$ cat src/rtl/demux_bin_stream.sv
// Registered valid/ready demux: one input stream routed to WIDTH outputs by binary index.
// Optional one-entry skid buffer via `define DEMUX_BIN_STREAM_SKID_EN.
module demux_bin_stream #(
  parameter type DAT_T = logic [8-1:0],
  parameter int  WIDTH = 16,
  localparam int WIDTH_LOG = $clog2(WIDTH)
) (
  input  logic                 clk,
  input  logic                 rst_n,
  input  logic                 i_vld,
  output logic                 i_rdy,
  input  logic [WIDTH_LOG-1:0] i_bin,
  input  DAT_T                 i_dat,
  output logic [WIDTH-1:0]     o_vld,
  input  logic [WIDTH-1:0]     o_rdy,
  output DAT_T                 o_dat,
  output logic                 err
);

  logic                 vld_q;
  logic [WIDTH_LOG-1:0] bin_q;
  DAT_T                 dat_q;
  logic                 sel_rdy;
  logic                 drain;
  logic                 in_range;
  logic                 acc;
  logic                 load;

  always_comb begin
    sel_rdy = 1'b0;
    o_vld   = '0;
    for (int k = 0; k < WIDTH; k++) begin
      if (bin_q == WIDTH_LOG'(k)) begin
        sel_rdy  = o_rdy[k];
        o_vld[k] = vld_q;
      end
    end
  end

  assign o_dat    = dat_q;
  assign drain    = vld_q && sel_rdy;
  assign in_range = 32'(i_bin) < WIDTH;
  assign acc      = i_vld && i_rdy;
  assign load     = acc && in_range;

`ifdef DEMUX_BIN_STREAM_SKID_EN
  logic                 skid_vld;
  logic [WIDTH_LOG-1:0] skid_bin;
  DAT_T                 skid_dat;

  // Ready is purely registered: no path from o_rdy.
  assign i_rdy = !skid_vld;

  always_ff @(posedge clk) begin
    if (!rst_n) begin
      vld_q    <= 1'b0;
      bin_q    <= '0;
      dat_q    <= '0;
      err      <= 1'b0;
      skid_vld <= 1'b0;
      skid_bin <= '0;
      skid_dat <= '0;
    end else begin
      err <= acc && !in_range;
      if (!vld_q || drain) begin
        if (skid_vld) begin
          vld_q    <= 1'b1;
          bin_q    <= skid_bin;
          dat_q    <= skid_dat;
          skid_vld <= 1'b0;
        end else if (load) begin
          vld_q <= 1'b1;
          bin_q <= i_bin;
          dat_q <= i_dat;
        end else begin
          vld_q <= 1'b0;
        end
      end else if (load) begin
        skid_vld <= 1'b1;
        skid_bin <= i_bin;
        skid_dat <= i_dat;
      end
    end
  end
`else
  assign i_rdy = !vld_q || sel_rdy;

  always_ff @(posedge clk) begin
    if (!rst_n) begin
      vld_q <= 1'b0;
      bin_q <= '0;
      dat_q <= '0;
      err   <= 1'b0;
    end else begin
      err <= acc && !in_range;
      if (load) begin
        vld_q <= 1'b1;
        bin_q <= i_bin;
        dat_q <= i_dat;
      end else if (drain) begin
        vld_q <= 1'b0;
      end
    end
  end
`endif

endmodule

$ cat config.mk
export PLATFORM = sky130hd
export DESIGN_NAME = demux_bin_stream
export DESIGN_NICKNAME = d
export VERILOG_FILES = /design/src/rtl/demux_bin_stream.sv
export SDC_FILE = /design/constraint.sdc
export NUM_CORES = 1
export LEC_CHECK = 0
export CORE_UTILIZATION = 30
export CTS_CLUSTER_SIZE = 24
export DETAILED_ROUTE_END_ITERATION = 10
export HOLD_SLACK_MARGIN = 0.03
export PLACE_DENSITY = 0.66
export REMOVE_ABC_BUFFERS = 1
export SLEW_MARGIN = 20
export SYNTH_ARGS = -nofsm -noshare
export SYNTH_HDL_FRONTEND = slang
export SYNTH_SLANG_ARGS = --single-unit
$ cat constraint.sdc
create_clock -name clk -period 2.1 [get_ports clk]
set_input_delay 0.315 -clock clk [delete_from_list [all_inputs] [get_ports clk]]
set_output_delay 0.315 -clock clk [all_outputs]
set_load 0.02 [all_outputs]
==> results of run 1 <==
[cells by family (layout without fill, tap and decap cells)]
kind of cell           after synthesis  after routing  synth area share, %
AO/OA/AOI/OAI                       20             20                 15.9
AND/OR/NAND/NOR                     69             69                 34.2
other                                1              1                0.397
multiplexers                        13             13                 13.8
flip-flops                          13             13                 27.5
buffers and inverters               15             94                 8.21
[power groups by stage]
stage          sequential, mW  combinational [mW]  clock (mW)
6_report                0.283               0.364       0.145
2_1_floorplan           0.318               0.106           0
4_1_cts                 0.284               0.323       0.154
5_1_grt                 0.288               0.391       0.168
3_5_place_dp            0.288               0.313           0
3_3_place_gp            0.288               0.307           0
[tightest hold or removal path, stage by stage, from the launching register on]
cell,delay (ns)
sky130_fd_sc_hd__dfxtp_1,0.32
sky130_fd_sc_hd__nand2_1,0.05
sky130_fd_sc_hd__mux2i_1,0.05
[repair_timing]
item                                    in CTS  in global routing
endpoints found under the setup margin      28                 15
buffers inserted                             1                  5
gates resized for setup                     25                 14
pin swaps                                    2                  3
cloned                                       0                  1
[metal layers]
metal / track usage, % / wire [um] / part of all wire (%)
met5: 0 / 0 / 0
met4: 4.76 / 15 / 0.48
met3: 4.24 / 242 / 7.8
met2: 32.5 / 1540 / 50
met1: 21.0 / 1310 / 42
[how the worst min path moves through the flow]
stage,from,depth (start not counted),end
global placement,o_dat[2],2,o_dat[2]
finish,o_dat[7],2,o_dat[7]
global route,o_dat[7],2,o_dat[7]
floorplan,rst_n,1,vld_q
detailed placement,o_dat[4],2,o_dat[4]
CTS,o_dat[4],2,o_dat[4]
[sequential cells by signal, summed over array words and instances (netlist names)]
register / count
bin_q: 4
o_dat: 8
vld_q: 1
[per-stage QoR]
step,cell area (sq um),hold WS [ns]
finish,1820,0.468
global route,1820,0.500
CTS,1710,0.472
detailed placement,1670,0.451
global placement,1670,0.449
floorplan,882,0.443
[cell type report]
type	instances	area, sq um
fill	266	1060
timing repair buffer	86	806
multi-input combinational	103	653
sequential	13	268
tap	42	52.6
clock buffer	4	26.3
inverter	4	15.0
[synthesized netlist by cell type]
cell,n
sky130_fd_sc_hd__a2111oi_2,1
sky130_fd_sc_hd__a211oi_1,1
sky130_fd_sc_hd__a21oi_1,4
sky130_fd_sc_hd__a311oi_1,1
sky130_fd_sc_hd__a31oi_1,1
sky130_fd_sc_hd__buf_2,2
sky130_fd_sc_hd__buf_4,1
sky130_fd_sc_hd__buf_6,2
sky130_fd_sc_hd__clkbuf_1,6
sky130_fd_sc_hd__conb_1,1
sky130_fd_sc_hd__dfxtp_1,13
sky130_fd_sc_hd__inv_1,4
sky130_fd_sc_hd__mux2i_1,13
sky130_fd_sc_hd__nand2_1,31
sky130_fd_sc_hd__nand2b_1,2
sky130_fd_sc_hd__nand3_1,1
sky130_fd_sc_hd__nand3b_1,3
sky130_fd_sc_hd__nand4b_1,1
sky130_fd_sc_hd__nor2_1,17
sky130_fd_sc_hd__nor2b_1,3
sky130_fd_sc_hd__nor3_1,4
sky130_fd_sc_hd__nor3b_1,2
sky130_fd_sc_hd__nor4b_1,1
sky130_fd_sc_hd__o211ai_1,1
sky130_fd_sc_hd__o21a_1,1
sky130_fd_sc_hd__o21ai_0,4
sky130_fd_sc_hd__o21ai_2,1
sky130_fd_sc_hd__o221ai_1,1
sky130_fd_sc_hd__o31a_1,1
sky130_fd_sc_hd__o31ai_1,2
sky130_fd_sc_hd__o41ai_2,1
sky130_fd_sc_hd__or2_0,1
sky130_fd_sc_hd__or2_2,1
sky130_fd_sc_hd__or3b_1,1
sky130_fd_sc_hd__or4b_1,1
[cells in the final DEF, fill, tap and decap left out, types with 4 or more instances in the layout]
cell type	n
sky130_fd_sc_hd__clkdlybuf4s50_1	38
sky130_fd_sc_hd__nor2_1	16
sky130_fd_sc_hd__dfxtp_1	11
sky130_fd_sc_hd__nand2_1	30
sky130_fd_sc_hd__nor3_1	4
sky130_fd_sc_hd__o21ai_0	4
sky130_fd_sc_hd__dlygate4sd2_1	14
sky130_fd_sc_hd__inv_1	4
sky130_fd_sc_hd__buf_4	27
sky130_fd_sc_hd__mux2i_1	13
==> metrics.md, run 1 <==
| Metric | Value |
|---|---|
| Synth area leaders | `sky130_fd_sc_hd__dfxtp_1, sky130_fd_sc_hd__mux2i_1, sky130_fd_sc_hd__nand2_1, sky130_fd_sc_hd__nor2_1, sky130_fd_sc_hd__buf_6` |
| CP Capture Point | `i_rdy` |
| Type of the worst min-delay path | `reg2reg` |
| Clock root buffer master | `sky130_fd_sc_hd__clkbuf_4` |
| Number of buffer and inverter stages on the critical path | `3` |
| Post-synthesis cell type count | `35` |
| Count of inserted antenna diode cells | `0` |
| Cell type group with the largest total delay on the critical path | `compound AO/OA/AOI/OAI gates` |
| Critical Path Slowest Stage Cell | `sky130_fd_sc_hd__o41ai_4` |
| Buffers from clock root to sink, at most | `2` |
| Fin crit period | `about 2.3 ns` |
| Number of max-slew violations in the final report | `0` |
| Cell type with the largest total area after synthesis | `sky130_fd_sc_hd__dfxtp_1` |
| CP startpoint | `bin_q[1]` |
| Post-synthesis sequential element count | `13` |
| Total routed wirelength | `3110 um` |
| Vias | `roughly 1.2k` |
| Gr usage total | `17.9%` |
| Detailed Place HPWL | `~2300 um` |
| Largest net degree at the start of global routing | `15` |
| Synthesized cell area | `roughly 940 sq um` |
| Status | `finished, violations left` |
| Internal Power | `approximately 0.55 mW` |
| WP data required | `approximately 1.8 ns` |
| Average cell area after synthesis | `7.21 sq um` |
| Remaining max-slew budget at the tightest pin | `59.8%` |
| Y dimension of the die | `58.1 um` |
| Drt via density | `a little under 5` |
| Cell count after synthesis | `131` |
| Core Footprint | `2880 sq um` |
| Total chip power | `0.792 mW` |
| Site Rows | `19` |
| Switching power as a share of total power | `31.1%` |
| Clock buffers created by TritonCTS | `3` |
| Worst path arrival time | `1.95 ns` |
| Highest Clock Rate | `442 MHz` |
| Total power divided by cell area | `between 400 and 500 nW/um^2` |
| Gpl congestion | `0.819` |
| H-tree depth reported by CTS | `1` |
| Number of antenna violations at the first check in global routing | `0` |
| Area fraction of the dominant cell type after synthesis | `27.5%` |
| Routed length per placed instance | `12.3 um` |
| Worst-margin pin slew | `0.595 ns` |
| Post-CTS clock slew at the launch and capture registers of the worst setup and hold paths | `0.07 ns` |
| Area Growth Syn to Fin | `92.7%` |
| Source of the worst register-to-register timing path | `bin_q[1]` |
| Final Skew | `~0.0021 ns` |
| Final ANT Viol Nets | `0` |
| Number of cells traversed by the worst register-to-register path | `9` |
| Number of global-route vias before repair | `around 1.2k` |
| Sort of element at the end of the critical path | `output pin` |
| Clock Latency Late Sink | `0.26 ns` |
| Number of optimization iterations in the first detailed-route pass | `4` |
| Leakage power | `0.820 nW` |
| Unrepaired setup endpoints after global routing | `yes` |
| Number of violations reported at the end of detailed-routing iteration 0 | `51` |
| Violations in the final reports | `negative setup slack` |
| Hold buffer count at cts | `0` |
| Count of synthesis-stage warnings from yosys | `0` |
| Final-report hold violation count | `0` |
| Placed cells | `241` |
| Share of the yosys chip area belonging to registers | `approximately 28%` |
| Final setup violating endpoints | `13` |
| DRC violation count after routing | `0` |
| Max IR drop VDD | `0.000327 V` |
| Die boundary width | `58.1 um` |
| First-pass GRT wire length | `slightly below 5000 um` |
| Startpoint types | `flop` |
| Fraction of power consumed by the clock network | `18.3%` |
| Final cell count without fillers | `252` |
| Portion of the clock cycle consumed by the worst path in the final layout | `108%` |
| Fraction of layout instances using a drive strength above 1 | `21.9%` |
| Sw Pwr | `0.247 mW` |
| PortBufs | `55` |
| Nets | `between 200 and 250` |
| Slack of the worst reg-to-reg path | `-0.09 ns` |
| Setup slack at placement | `-0.556 ns` |
| TritonCTS clock tree | `built` |
| Number of stages on the worst setup path | `9` |
| WS Path Type | `reg2out` |
| Setup TNS Final | `-0.983 ns` |
| Total gr overflow | `0` |
| Worst-path maximum fanout | `12` |
| Portion of total power attributed to combinational logic | `45.9%` |
| Part of the power in registers | `35.8%` |
| Crit path cell chain | `buf_8, nand2_2, buf_4, nor2_1, o21a_1, o41ai_4, nor2_2, nor2_1, buf_4` |
| TritonCTS sink count | `13` |
| R2r endpoint | `o_dat[1]` |
| Utilization of the core after routing | `63.3%` |
| Full die area | `approximately 3400 sq um` |
| Number of I/O pins | `57` |
| Largest stage delay on the critical path | `0.40 ns` |
| Worst setup slack after layout | `-0.164 ns` |
| Reported max-cap violation count | `0` |
| Starting density of the core | `32.8%` |
No activity file was read; power rests on OpenSTA's default activity.
==> run 2: changes to the inputs <==
CAP_MARGIN = 0   (was not set)
==> results of run 2 <==
No change in the layout: final DEF, timing and power equal those of run 1.
